**config.mk**
```make
export PLATFORM = sky130hd
export DESIGN_NAME = mvp_dot_accel_avalon_slave_flat
export DESIGN_NICKNAME = d
export VERILOG_FILES = /design/src/rtl/mvp_dot_accel_avalon_slave_if.sv /design/src/rtl/mvp_dot_accel_avalon_slave.sv /design/src/flat_wrapper.sv
export SDC_FILE = /design/constraint.sdc
export NUM_CORES = 1
export LEC_CHECK = 0
export ABC_AREA = 0
export CAP_MARGIN = 10
export CORE_MARGIN = 2
export CORE_UTILIZATION = 55
export DETAILED_ROUTE_END_ITERATION = 10
export PLACE_DENSITY = 0.78
export SLEW_MARGIN = 10
export SYNTH_ARGS = -nofsm -noshare
export SYNTH_HDL_FRONTEND = slang
export SYNTH_SLANG_ARGS = --single-unit
```
**constraint.sdc**
```tcl
create_clock -name clock -period 8.1 [get_ports clock]
set_clock_uncertainty 0.2 [all_clocks]
set_input_delay 1.215 -clock clock [delete_from_list [all_inputs] [get_ports clock]]
set_output_delay 1.215 -clock clock [all_outputs]
set_load 0.02 [all_outputs]
```
**src/rtl/mvp_dot_accel_avalon_slave_if.sv**
```systemverilog
// Avalon-MM slave bus bundle for the dot-product accelerator register file.
interface mvp_dot_accel_avalon_slave_if;
  logic [2:0]  address;
  logic        read;
  logic        write;
  logic [31:0] writedata;
  logic [31:0] readdata;
  logic        readdatavalid;
  logic        waitrequest;

  modport master (
    output address, read, write, writedata,
    input  readdata, readdatavalid, waitrequest
  );

  modport slave (
    input  address, read, write, writedata,
    output readdata, readdatavalid, waitrequest
  );
endinterface

```
**src/rtl/mvp_dot_accel_avalon_slave.sv**
```systemverilog
// Memory-mapped dot-product accelerator: loads two LANES-element vectors and
// accumulates their element-wise products, one lane per cycle.
module mvp_dot_accel_avalon_slave #(
  parameter int unsigned LANES  = 4,
  parameter int unsigned ELEM_W = 8,
  parameter int unsigned ACC_W  = 32
) (
  input logic                         clock,
  input logic                         resetn,
  mvp_dot_accel_avalon_slave_if.slave bus
);
  localparam int unsigned PTR_W = $clog2(LANES);
  localparam int unsigned SW    = 34;

  localparam logic [2:0] ADDR_CTRL   = 3'd0;
  localparam logic [2:0] ADDR_A      = 3'd1;
  localparam logic [2:0] ADDR_B      = 3'd2;
  localparam logic [2:0] ADDR_STATUS = 3'd3;
  localparam logic [2:0] ADDR_RESULT = 3'd4;

  localparam logic [1:0] S_IDLE = 2'd0;
  localparam logic [1:0] S_RUN  = 2'd1;
  localparam logic [1:0] S_DONE = 2'd2;

  logic [1:0]        state_q, state_d;
  logic [ELEM_W-1:0] a_mem [LANES];
  logic [ELEM_W-1:0] b_mem [LANES];
  logic [PTR_W-1:0]  ptr_a, ptr_b, lane;
  logic [ACC_W-1:0]  acc;
  logic              done_q, ovf_q, sgn_q;

  logic              wr_go, rd_go, start_c, busy, last_lane, add_ovf;
  logic signed [SW-1:0] a_s, b_s, prod_s, acc_s, sum_s;
  logic [31:0]       status_c, result_c, rd_mux_c;
  logic              unused_wdata;

  // Register writes stall while an operation is in flight; other traffic never does.
  assign bus.waitrequest = resetn && bus.write && (bus.address <= ADDR_B) && (state_q != S_IDLE);
  assign wr_go     = bus.write && !bus.waitrequest;
  assign rd_go     = bus.read && !bus.write;
  assign start_c   = wr_go && (bus.address == ADDR_CTRL) && bus.writedata[0];
  assign busy      = (state_q == S_RUN);
  assign last_lane = (lane == PTR_W'(LANES - 1));
  assign unused_wdata = ^bus.writedata;

  always_comb begin
    state_d = state_q;
    case (state_q)
      S_IDLE:  if (start_c) state_d = S_RUN;
      S_RUN:   if (last_lane) state_d = S_DONE;
      S_DONE:  state_d = S_IDLE;
      default: state_d = S_IDLE;
    endcase
  end

  // Wide signed datapath; overflow means the sum does not survive a round trip through ACC_W bits.
  always_comb begin
    a_s     = {{(SW-ELEM_W){sgn_q & a_mem[lane][ELEM_W-1]}}, a_mem[lane]};
    b_s     = {{(SW-ELEM_W){sgn_q & b_mem[lane][ELEM_W-1]}}, b_mem[lane]};
    prod_s  = a_s * b_s;
    acc_s   = {{(SW-ACC_W){sgn_q & acc[ACC_W-1]}}, acc};
    sum_s   = acc_s + prod_s;
    add_ovf = (sum_s != {{(SW-ACC_W){sgn_q & sum_s[ACC_W-1]}}, sum_s[ACC_W-1:0]});
  end

  always_comb begin
    result_c = 32'({{32{sgn_q & acc[ACC_W-1]}}, acc});
    status_c = {15'd0, 5'(ptr_b), 3'd0, 5'(ptr_a), 1'b0, ovf_q, done_q, busy};
    rd_mux_c = '0;
    case (bus.address)
      ADDR_STATUS: rd_mux_c = status_c;
      ADDR_RESULT: rd_mux_c = result_c;
      default:     rd_mux_c = '0;
    endcase
  end

  always_ff @(posedge clock) begin
    if (!resetn) begin
      state_q           <= S_IDLE;
      a_mem             <= '{default: '0};
      b_mem             <= '{default: '0};
      ptr_a             <= '0;
      ptr_b             <= '0;
      lane              <= '0;
      acc               <= '0;
      done_q            <= 1'b0;
      ovf_q             <= 1'b0;
      sgn_q             <= 1'b0;
      bus.readdata      <= '0;
      bus.readdatavalid <= 1'b0;
    end else begin
      state_q           <= state_d;
      bus.readdatavalid <= rd_go;
      bus.readdata      <= rd_go ? rd_mux_c : 32'd0;

      if (wr_go) begin
        case (bus.address)
          ADDR_CTRL: begin
            if (bus.writedata[3]) begin
              ptr_a <= '0;
              ptr_b <= '0;
            end
            if (bus.writedata[0]) begin
              sgn_q  <= bus.writedata[2];
              done_q <= 1'b0;
              ovf_q  <= 1'b0;
              ptr_a  <= '0;
              ptr_b  <= '0;
              lane   <= '0;
              if (!bus.writedata[1]) acc <= '0;
            end
          end
          ADDR_A: begin
            a_mem[ptr_a] <= bus.writedata[ELEM_W-1:0];
            ptr_a        <= (ptr_a == PTR_W'(LANES - 1)) ? '0 : ptr_a + 1'b1;
          end
          ADDR_B: begin
            b_mem[ptr_b] <= bus.writedata[ELEM_W-1:0];
            ptr_b        <= (ptr_b == PTR_W'(LANES - 1)) ? '0 : ptr_b + 1'b1;
          end
          default: ;
        endcase
      end

      if (busy) begin
        acc  <= sum_s[ACC_W-1:0];
        lane <= last_lane ? '0 : lane + 1'b1;
        if (add_ovf) ovf_q <= 1'b1;
        if (last_lane) done_q <= 1'b1;
      end
    end
  end
endmodule

```
**src/flat_wrapper.sv**
```systemverilog
// flat-port wrapper written by rule: the top's interface ports become plain ports
module mvp_dot_accel_avalon_slave_flat 
#(
  parameter int unsigned LANES  = 4,
  parameter int unsigned ELEM_W = 8,
  parameter int unsigned ACC_W  = 32
)
  (clock, resetn, bus_address, bus_read, bus_write, bus_writedata, bus_readdata, bus_readdatavalid, bus_waitrequest);
  mvp_dot_accel_avalon_slave_if bus_i ();
  input logic clock;
  input logic resetn;
  input wire logic [$bits(bus_i.address)-1:0] bus_address;
  input wire logic [$bits(bus_i.read)-1:0] bus_read;
  input wire logic [$bits(bus_i.write)-1:0] bus_write;
  input wire logic [$bits(bus_i.writedata)-1:0] bus_writedata;
  output wire logic [$bits(bus_i.readdata)-1:0] bus_readdata;
  output wire logic [$bits(bus_i.readdatavalid)-1:0] bus_readdatavalid;
  output wire logic [$bits(bus_i.waitrequest)-1:0] bus_waitrequest;
  assign bus_i.address = bus_address;
  assign bus_i.read = bus_read;
  assign bus_i.write = bus_write;
  assign bus_i.writedata = bus_writedata;
  assign bus_readdata = bus_i.readdata;
  assign bus_readdatavalid = bus_i.readdatavalid;
  assign bus_waitrequest = bus_i.waitrequest;
  mvp_dot_accel_avalon_slave #(.LANES(LANES), .ELEM_W(ELEM_W), .ACC_W(ACC_W)) u_core (.clock(clock), .resetn(resetn), .bus(bus_i));
endmodule
```
Word-level counts from Yosys, hierarchy flattened --
Index checks and enable logic that the tools add are counted.
Word-level totals: logic and storage cells 119, register bits after elaboration 140
Cells by class: equality and inequality tests 13, bitwise operators 7, reductions and logical operators 28, muxes and demuxes 42, add/subtract/negate cells 4, $mul 1, $lt $le $gt $ge 6
Operators by type and width (number):
- $mux 32 | 5
- $bwmux 32 | 2
- $pmux 32 s2 | 1
- $mux 8 | 6
- $add 33x18->34 | 1
- $bmux 8 s2 | 2
- $demux 8 s2 | 2
- $mux 2 | 11
- $mul 9x9->18 | 1
- $pmux 2 s2 | 3
- $reduce_and 3->1 | 4
- $reduce_bool 2->1 | 6
- $mux 1 | 10
- $ge 3x3->1 const B | 3
- $logic_and 1x1->1 | 9
- $not 2->3 | 3
- $reduce_and 2->1 | 4
- $add 2x1->2 const B | 3
- $eq 2x2->1 const B | 3
- $eq 3x2->1 const B | 2
- $lt 3x1->1 const B | 2
- $and 1x1->1 | 4
- $ne 2x1->1 const B | 2
- $reduce_and 4->1 | 1
- 10 further kinds | 11

Logic depth before layout (Yosys ltp) --
Gate-level depths: netlist (run 1).
depth after elaboration 11, depth in mapped cells 25

Worst setup path before layout (run 1) --
No wires, ideal clock.
path kind register to register, start reg u_core.lane[0], end reg u_core.ovf_q, cell stages (with the launch flop) 23, setup slack 0.598 ns, setup time 0.084 ns, arrival 7.217 ns, cell sequence dfxtp_1 buf_2 buf_1 mux4_2 nand2_1 fa_1 fa_1 fa_1 inv_1 fa_1 inv_1 fa_1 inv_1 ha_1 a21o_1 a21o_1 a221o_1 or3_1 o21ai_2 xor2_1 or2_1 and3_1 o31ai_2
On the way: word-level cells in the longest chain between the ends 11, elaborated cells between the ends (all ways) 15
RTL lines:
- start: declaration | RTL line mvp_dot_accel_avalon_slave.sv:28 | logic [PTR_W-1:0] ptr_a, ptr_b, lane;
- start signal: assignment | RTL line mvp_dot_accel_avalon_slave.sv:127 | lane <= last_lane ? '0 : lane + 1'b1;
- $not 2->3 (implied by the code) (*) | RTL line mvp_dot_accel_avalon_slave.sv:58, mvp_dot_accel_avalon_slave.sv:59
- $bmux 8 s2, on equally long branches | RTL line mvp_dot_accel_avalon_slave.sv:58, mvp_dot_accel_avalon_slave.sv:59
- $mux 8, on equally long branches (2 in a row) | RTL line mvp_dot_accel_avalon_slave.sv:58, mvp_dot_accel_avalon_slave.sv:59
- $and 1x1->1, on equally long branches | RTL line mvp_dot_accel_avalon_slave.sv:58, mvp_dot_accel_avalon_slave.sv:59
- $mul 9x9->18 (*) | RTL line mvp_dot_accel_avalon_slave.sv:60 | prod_s = a_s * b_s;
- $add 33x18->34 (*) | RTL line mvp_dot_accel_avalon_slave.sv:62 | sum_s = acc_s + prod_s;
- $and 1x1->1 | RTL line mvp_dot_accel_avalon_slave.sv:63 | add_ovf = (sum_s != {{(SW-ACC_W){sgn_q & sum_s[ACC_W-1]}}, sum_s[ACC_W-1:0]});
- $ne 2x2->1 (*) | RTL line mvp_dot_accel_avalon_slave.sv:63
- $mux 1 (*) | RTL line mvp_dot_accel_avalon_slave.sv:128 | if (add_ovf) ovf_q <= 1'b1;
- $mux 1 (*) | RTL line mvp_dot_accel_avalon_slave.sv:125 | if (busy) begin
- end signal: assignment | RTL line mvp_dot_accel_avalon_slave.sv:87 | ovf_q <= 1'b0;
- end signal: assignment | RTL line mvp_dot_accel_avalon_slave.sv:106 | ovf_q <= 1'b0;
- end signal: assignment | RTL line mvp_dot_accel_avalon_slave.sv:128
- end: declaration | RTL line mvp_dot_accel_avalon_slave.sv:30 | logic done_q, ovf_q, sgn_q;
Mark *: on every way between the ends. The rest lies on a longest branch, timed or not. The select of a mux whose other input is x is not followed. A chain may end at the register's enable or synchronous reset.

Final worst setup path (run 1) --
Ends and elaborated chain as after synthesis.

==> impl_metrics.yaml, run 1 <==
placed_design:
  portBuffers: 48
  place_congestion: 0.909
  hpwl_um: 18900
  post-place-ws_ns: 0.587
cts:
  cts_setup_buffers: 0
  clock_latency_ns: 0.43
  clock_path_buffers: 2
  cts_tree: "yes"
  cts_root_buf: "clkbuf_16"
  numClockSinks: 140
  h-tree-depth: 4
  clk_pin_slew_ns: 0.06
  numCtsBuffers: 17
  ctsHoldBuffers: 0
  cts_resized: 0
critical_path:
  cp_max_fo: 11
  crit_start: "u_core.lane[0]"
  r2r-start: "u_core.lane[0]"
  start_kind: "register"
  cp.arrival_ns: 7.65
  criticalPathCategory: "register to register"
  end_kind: "register"
  critPathRequiredTime_ns: 8.19
floorplanning:
  core-area_um2: 20200
  die_y_um: 147
  rows: 52
  num_io_pins: 73
  initial_utilization_pct: 55.8
  die_area_um2: 21600
  die_w_um: 147
detailed_routing:
  drt-initial-drc-count: 496
  drtPass1Iterations: 7
  wire_per_inst_um: 16.5
  viasPerCell: 5.55
  wl_um: 25700
  drc_errors: 0
  vias: 8648
  ant_nets: 0
cells_and_area:
  nNetsFinal: 1521
  nFillCells: 1709
  layout-drive-gt1-share_pct: 5.90
  layout_common_cells: "inv_1, nand2_1, dfxtp_1, fa_1, ha_1"
  syn_to_final_growth_pct: 11.4
  utilization_pct: 62.1
  diodes: 0
  layout_commonest_cell: "inv_1"
sta:
  worst_pin_slew_ns: 0.995
  setup_slack_ns: 0.542
  final.min_clock_period_ns: 7.56
  hold_viol_final: 0
  grt_setup_unrepaired: "false"
  layout_worst_path_cycle_share_pct: 93.3
  finalSetupViolCount: 0
  setup_tns_ns: 0
  clock.fmax_ghz: 0.132
  maxSlewHeadroom_pct: 33.5
  whs_ns: 0.265
  maxSlewViolCount: 0
grt:
  overflow: 0
  grtUsageMet3_pct: 4.84
  grt_pass1_vias: 8937
  antenna_found_initial: 1
  grtUsageMet2_pct: 43.9
  grt_pass1_wl_um: 43300
  grt_start_max_net_pins: 95
  grt_use_total_pct: 25.2
  top_usage_layer: "met2"
  use_met1_pct: 32.0
logic_synthesis:
  synthesis.area_um2: 11200
  ys_types: 64
  ys_warn_count: 0
  ys_async_sr_fraction_pct: 0
  syn-num-nets: 1493
  synth_edf_count: 0
  synth_flop_cell: "dfxtp_1"
  ys_ff_latch: 140
  synth.avg_cell_area_um2: 9.02
  synthCells: 1247
  ys_seq_area_share_pct: 24.9
outcome:
  status: "completed"
hold_path:
  hp-class: "register to register"
  hold_path.startpoint: "u_core.b_mem[13]"
power_and_ir_drop:
  power_density_nw_per_um2: 123
  power_mw: 1.54
  leakage_nw: 5.61
  ir_drop_mv: 0.141
flow_run:
  drv_cap: 0
==> stage by stage <==
step / area (µm²) / instances
after detailed placement: 11900 / 1526
after CTS: 12500 / 1558
final: 12500 / 1558
after global routing: 12500 / 1558
after floorplan: 11200 / 1247
after global placement: 11900 / 1526
==> state kept, by name, summed over array words and instances (netlist names) <==
name,flops
u_core.ovf_q,1
u_core.bus.readdata,32
u_core.b_mem,32
u_core.state_q,2
u_core.lane,2
u_core.ptr_b,2
u_core.bus.readdatavalid,1
u_core.ptr_a,2
u_core.done_q,1
u_core.sgn_q,1
u_core.a_mem,32
u_core.acc,32
==> synth_stat cells (all sizes together), types with 2 or more instances <==
cell    number  area share (%)
a21boi      67             4.5
a21o        11            0.73
a21oi       28             1.2
a221oi       2            0.16
a22o         3            0.23
a22oi       23             1.5
a31o         2            0.16
a31oi        4            0.22
and2        67             3.7
and3         4            0.22
buf          9            0.42
clkbuf      43             1.5
dfxtp      140              25
fa         119              21
ha          88             9.8
inv        218             7.3
mux4        16             3.2
nand2      148             4.9
nand2b       6            0.33
nand3       72             3.2
nand3b       3            0.23
nand4        3            0.17
nor2        38             1.3
nor2b       22             1.2
nor3         3            0.13
nor3b        2            0.13
o211a        3            0.27
o211ai       2            0.13
o21a         6            0.40
o21ai       30             1.4
o21bai       4            0.27
o31ai        4            0.31
o41ai        2            0.16
or2          3            0.17
or3          4            0.23
or4          2            0.13
xnor2       14             1.1
xor2        15             1.2
==> worst max-delay path, cell delays in order (launching register included) <==
cell and delay [ns]:
dfxtp_1 0.38, buf_4 0.26, mux4_2 0.69, nand2_1 0.21, fa_1 0.51, fa_1 0.64
fa_1 0.80, inv_1 0.25, fa_1 0.54, inv_1 0.05, fa_1 0.47, inv_1 0.04
ha_1 0.35, a21o_1 0.21, a21o_1 0.18, a221o_1 0.38, a2111oi_2 0.45, o21ai_0 0.22
o221ai_2 0.11, xor2_1 0.19, and3_1 0.19, o31ai_2 0.05
==> layout make-up <==
class | instances | area (µm²) | share of cell area [%]
Sequential cell | 140 | 2800 | 22.4
Clock buffer | 18 | 439 | 3.50
Inverter | 218 | 818 | 6.53
Timing Repair Buffer | 61 | 573 | 4.57
Multi-Input combinational cell | 837 | 7410 | 59.1
Clock inverter | 14 | 154 | 1.23
Tap cell | 270 | 338 | 2.70
==> worst paths after layout <==
| kind | end | slack, ns | cells past startpoint |
|---|---|---|---|
| max | u_core.ovf_q | 0.54 | 21 |
| min | u_core.b_mem[13] | 0.26 | 2 |
| max reg2reg | u_core.ovf_q | 0.54 | 21 |
| min reg2reg | u_core.b_mem[13] | 0.26 | 2 |
==> layer usage <==
metal	vias to the layer above	part of all wire, %
li1	4080	-
met1	4257	42
met2	270	50
met3	39	6.5
met4	2	2.0
met5	-	0.039
==> report_power, final <==
group          switching, mW  internal (mW)
Sequential           0.00197          0.691
Clock                  0.341          0.443
Combinational         0.0396         0.0221
==> cells by family after synthesis <==
kind of cell / share of synthesized area (%)
buffers and inverters: 9.22
AND/OR/NAND/NOR: 16.4
AO/OA/AOI/OAI: 12.9
adder cells (fa/ha/maj): 31.0
multiplexers: 3.39
flip-flops: 24.9
XOR/XNOR: 2.26
No activity file was read; power rests on OpenSTA's default activity.
==> inputs of run 2 (changes only) <==
--- a/config.mk
+++ b/config.mk
@@ -8,8 +8,9 @@
 export ABC_AREA = 0
 export CAP_MARGIN = 10
 export CORE_MARGIN = 2
-export CORE_UTILIZATION = 55
+export CORE_UTILIZATION = 59
 export DETAILED_ROUTE_END_ITERATION = 10
+export DONT_BUFFER_PORTS = 1
 export PLACE_DENSITY = 0.78
 export SLEW_MARGIN = 10
 export SYNTH_ARGS = -nofsm -noshare
==> run 2 against run 1 <==
Worst setup slack lost 0.072 ns. Fmax shrank 0.94%. Highest routed layer is now met4. Via count shrank 1.9%. Clock power shrank 0.8%. Routed wire length shrank 0.59%. First-iteration DRC count grew 15%. Die area shrank 6.6%. Non-clock buffer count shrank 48. Count of clock-buffer cells in the layout grew 2. Cell area shrank 4.3%.
==> impl_metrics.yaml, run 2 (synthesis gave the netlist of run 1 again) <==
floorplanning:
  core-area_um2: 18700
  die_area_um2: 20200
  num_io_pins: 73
  die_y_um: 142
  rows: 50
  die_w_um: 142
  initial_utilization_pct: 60.1
cts:
  numCtsBuffers: 17
  cts_root_buf: "clkbuf_16"
  cts_resized: 0
  clk_pin_slew_ns: 0.07
  clock_path_buffers: 2
  ctsHoldBuffers: 0
  numClockSinks: 140
  cts_setup_buffers: 0
  cts_tree: "yes"
  clock_latency_ns: 0.43
  h-tree-depth: 4
placed_design:
  portBuffers: 0
  hpwl_um: 18600
  place_congestion: 0.916
sta:
  final.min_clock_period_ns: 7.63
  setup_tns_ns: 0
  grt_setup_unrepaired: "false"
  maxSlewViolCount: 0
  finalSetupViolCount: 0
  worst_pin_slew_ns: 0.954
  clock.fmax_ghz: 0.131
  maxSlewHeadroom_pct: 36.4
  layout_worst_path_cycle_share_pct: 94.2
  hold_viol_final: 0
flow_run:
  drv_cap: 0
critical_path:
  max_stage_delay_ns: 0.71
  criticalPathCategory: "register to register"
  ff2ff_path_depth: 21
  cp.arrival_ns: 7.78
  critPathRequiredTime_ns: 8.25
  reg2reg_to: "u_core.ovf_q"
  path_buf_inv: 3
  crit_chain: "mux4_2 > and2_1 > nand2_1 > fa_1 > fa_1 > fa_1 > inv_1 > fa_1 > inv_1 > fa_1 > inv_1 > ha_1 > a21o_1 > a21o_1 > a221o_1 > or3_1 > o21ai_2 > xor2_1 > or2_1 > and3_1 > o31ai_2"
  cp_top_family: "adder cells"
  cp_slowest_cell: "fa_1"
  r2r-start: "u_core.lane[1]"
  ff2ff_setup_slack_ns: 0.47
  timing.critical_path.mode_cell: "fa_1"
  cp_max_fo: 11
  start_kind: "register"
  end_kind: "register"
power_and_ir_drop:
  sequentialPowerShare_pct: 45.8
  comb_power_share_pct: 2.7
  switching_share_pct: 24.2
  power.internal_mw: 1.15
  clkPwrFrac_pct: 51.4
  leakage_nw: 5.43
  switching_power_mw: 0.366
  power_mw: 1.51
  ir_drop_mv: 0.127
  power_density_nw_per_um2: 126
cells_and_area:
  layout-drive-gt1-share_pct: 5.89
  diodes: 0
  utilization_pct: 64.1
  syn_to_final_growth_pct: 6.63
  nNetsFinal: 1473
  layout_commonest_cell: "inv_1"
  layout_common_cells: "inv_1, nand2_1, dfxtp_1, fa_1, ha_1"
detailed_routing:
  vias: 8481
  wire_per_inst_um: 17.3
  viasPerCell: 5.75
  ant_nets: 0
  wl_um: 25600
  drt-initial-drc-count: 571
  drtPass1Iterations: 5
  drc_errors: 0
outcome:
  status: "completed"
hold_path:
  whs_path_depth: 1
  hold_path.startpoint: "u_core.state_q[1]"
  hp-class: "register to register"
  whs_endpoint: "u_core.state_q[0]"
grt:
  overflow: 0
  grt_pass1_vias: 8732
  grt_start_max_net_pins: 95
  antenna_found_initial: 0
  grt_use_total_pct: 27.1
  grt_pass1_wl_um: 42600
==> run 2: stage by stage <==
stage	area [µm²]	instances	setup slack [ns]	hold WS, ns
6_report	12000	1474	0.470	0.248
5_1_grt	12000	1474	0.109	0.281
4_1_cts	12000	1474	0.465	0.252
3_5_place_dp	11400	1442	0.531	0.250
3_3_place_gp	11400	1442	0.645	0.245
2_1_floorplan	11200	1247	0.598	0.232
==> run 2: area by class of cell <==
cell class                      count  area (µm²)
Sequential cell                   140        2800
Clock inverter                     12         128
Fill cell                        1511        6710
Timing Repair Buffer               13        97.6
Tap cell                          234         293
Clock buffer                       20         447
Inverter                          218         818
Multi-Input combinational cell    837        7410
==> run 2: how the worst max path moves through the flow <==
stage                              start      endpoint  slack, ns  depth (start not counted)
after CTS                 u_core.lane[0]  u_core.ovf_q       0.47                         22
final                     u_core.lane[1]  u_core.ovf_q       0.47                         21
after detailed placement  u_core.lane[0]  u_core.ovf_q       0.53                         21
after floorplan           u_core.lane[0]  u_core.ovf_q       0.60                         22
after global routing      u_core.lane[1]  u_core.ovf_q       0.11                         21
after global placement    u_core.lane[0]  u_core.ovf_q       0.64                         22
==> run 2: power groups by stage <==
stage	Combinational, mW	Sequential [mW]	Clock [mW]
2_1_floorplan	0.0384	0.708	0
3_3_place_gp	0.0404	0.709	0
3_5_place_dp	0.0409	0.709	0
4_1_cts	0.0411	0.693	0.788
5_1_grt	0.0450	0.694	0.816
6_report	0.0414	0.694	0.778
==> run 2: routing by layer <==
| metal | up-vias | track usage [%] | share of wire (%) |
|---|---|---|---|
| met5 | - | 0 | 0 |
| met4 | 0 | 11.1 | 3.2 |
| met3 | 65 | 4.64 | 5.6 |
| met2 | 268 | 45.1 | 48 |
| met1 | 4161 | 35.1 | 43 |
| li1 | 3987 | - | - |
==> run 2: worst register-to-register path: cells and delay by family (launching register included) <==
family	cells	cell delay (ns)
AO/OA/AOI/OAI	5	1.17
XOR/XNOR	1	0.13
adder cells (fa/ha/maj)	6	3.35
buffers and inverters	3	0.40
flip-flops	1	0.58
multiplexers	1	0.43
AND/OR/NAND/NOR	5	1.30
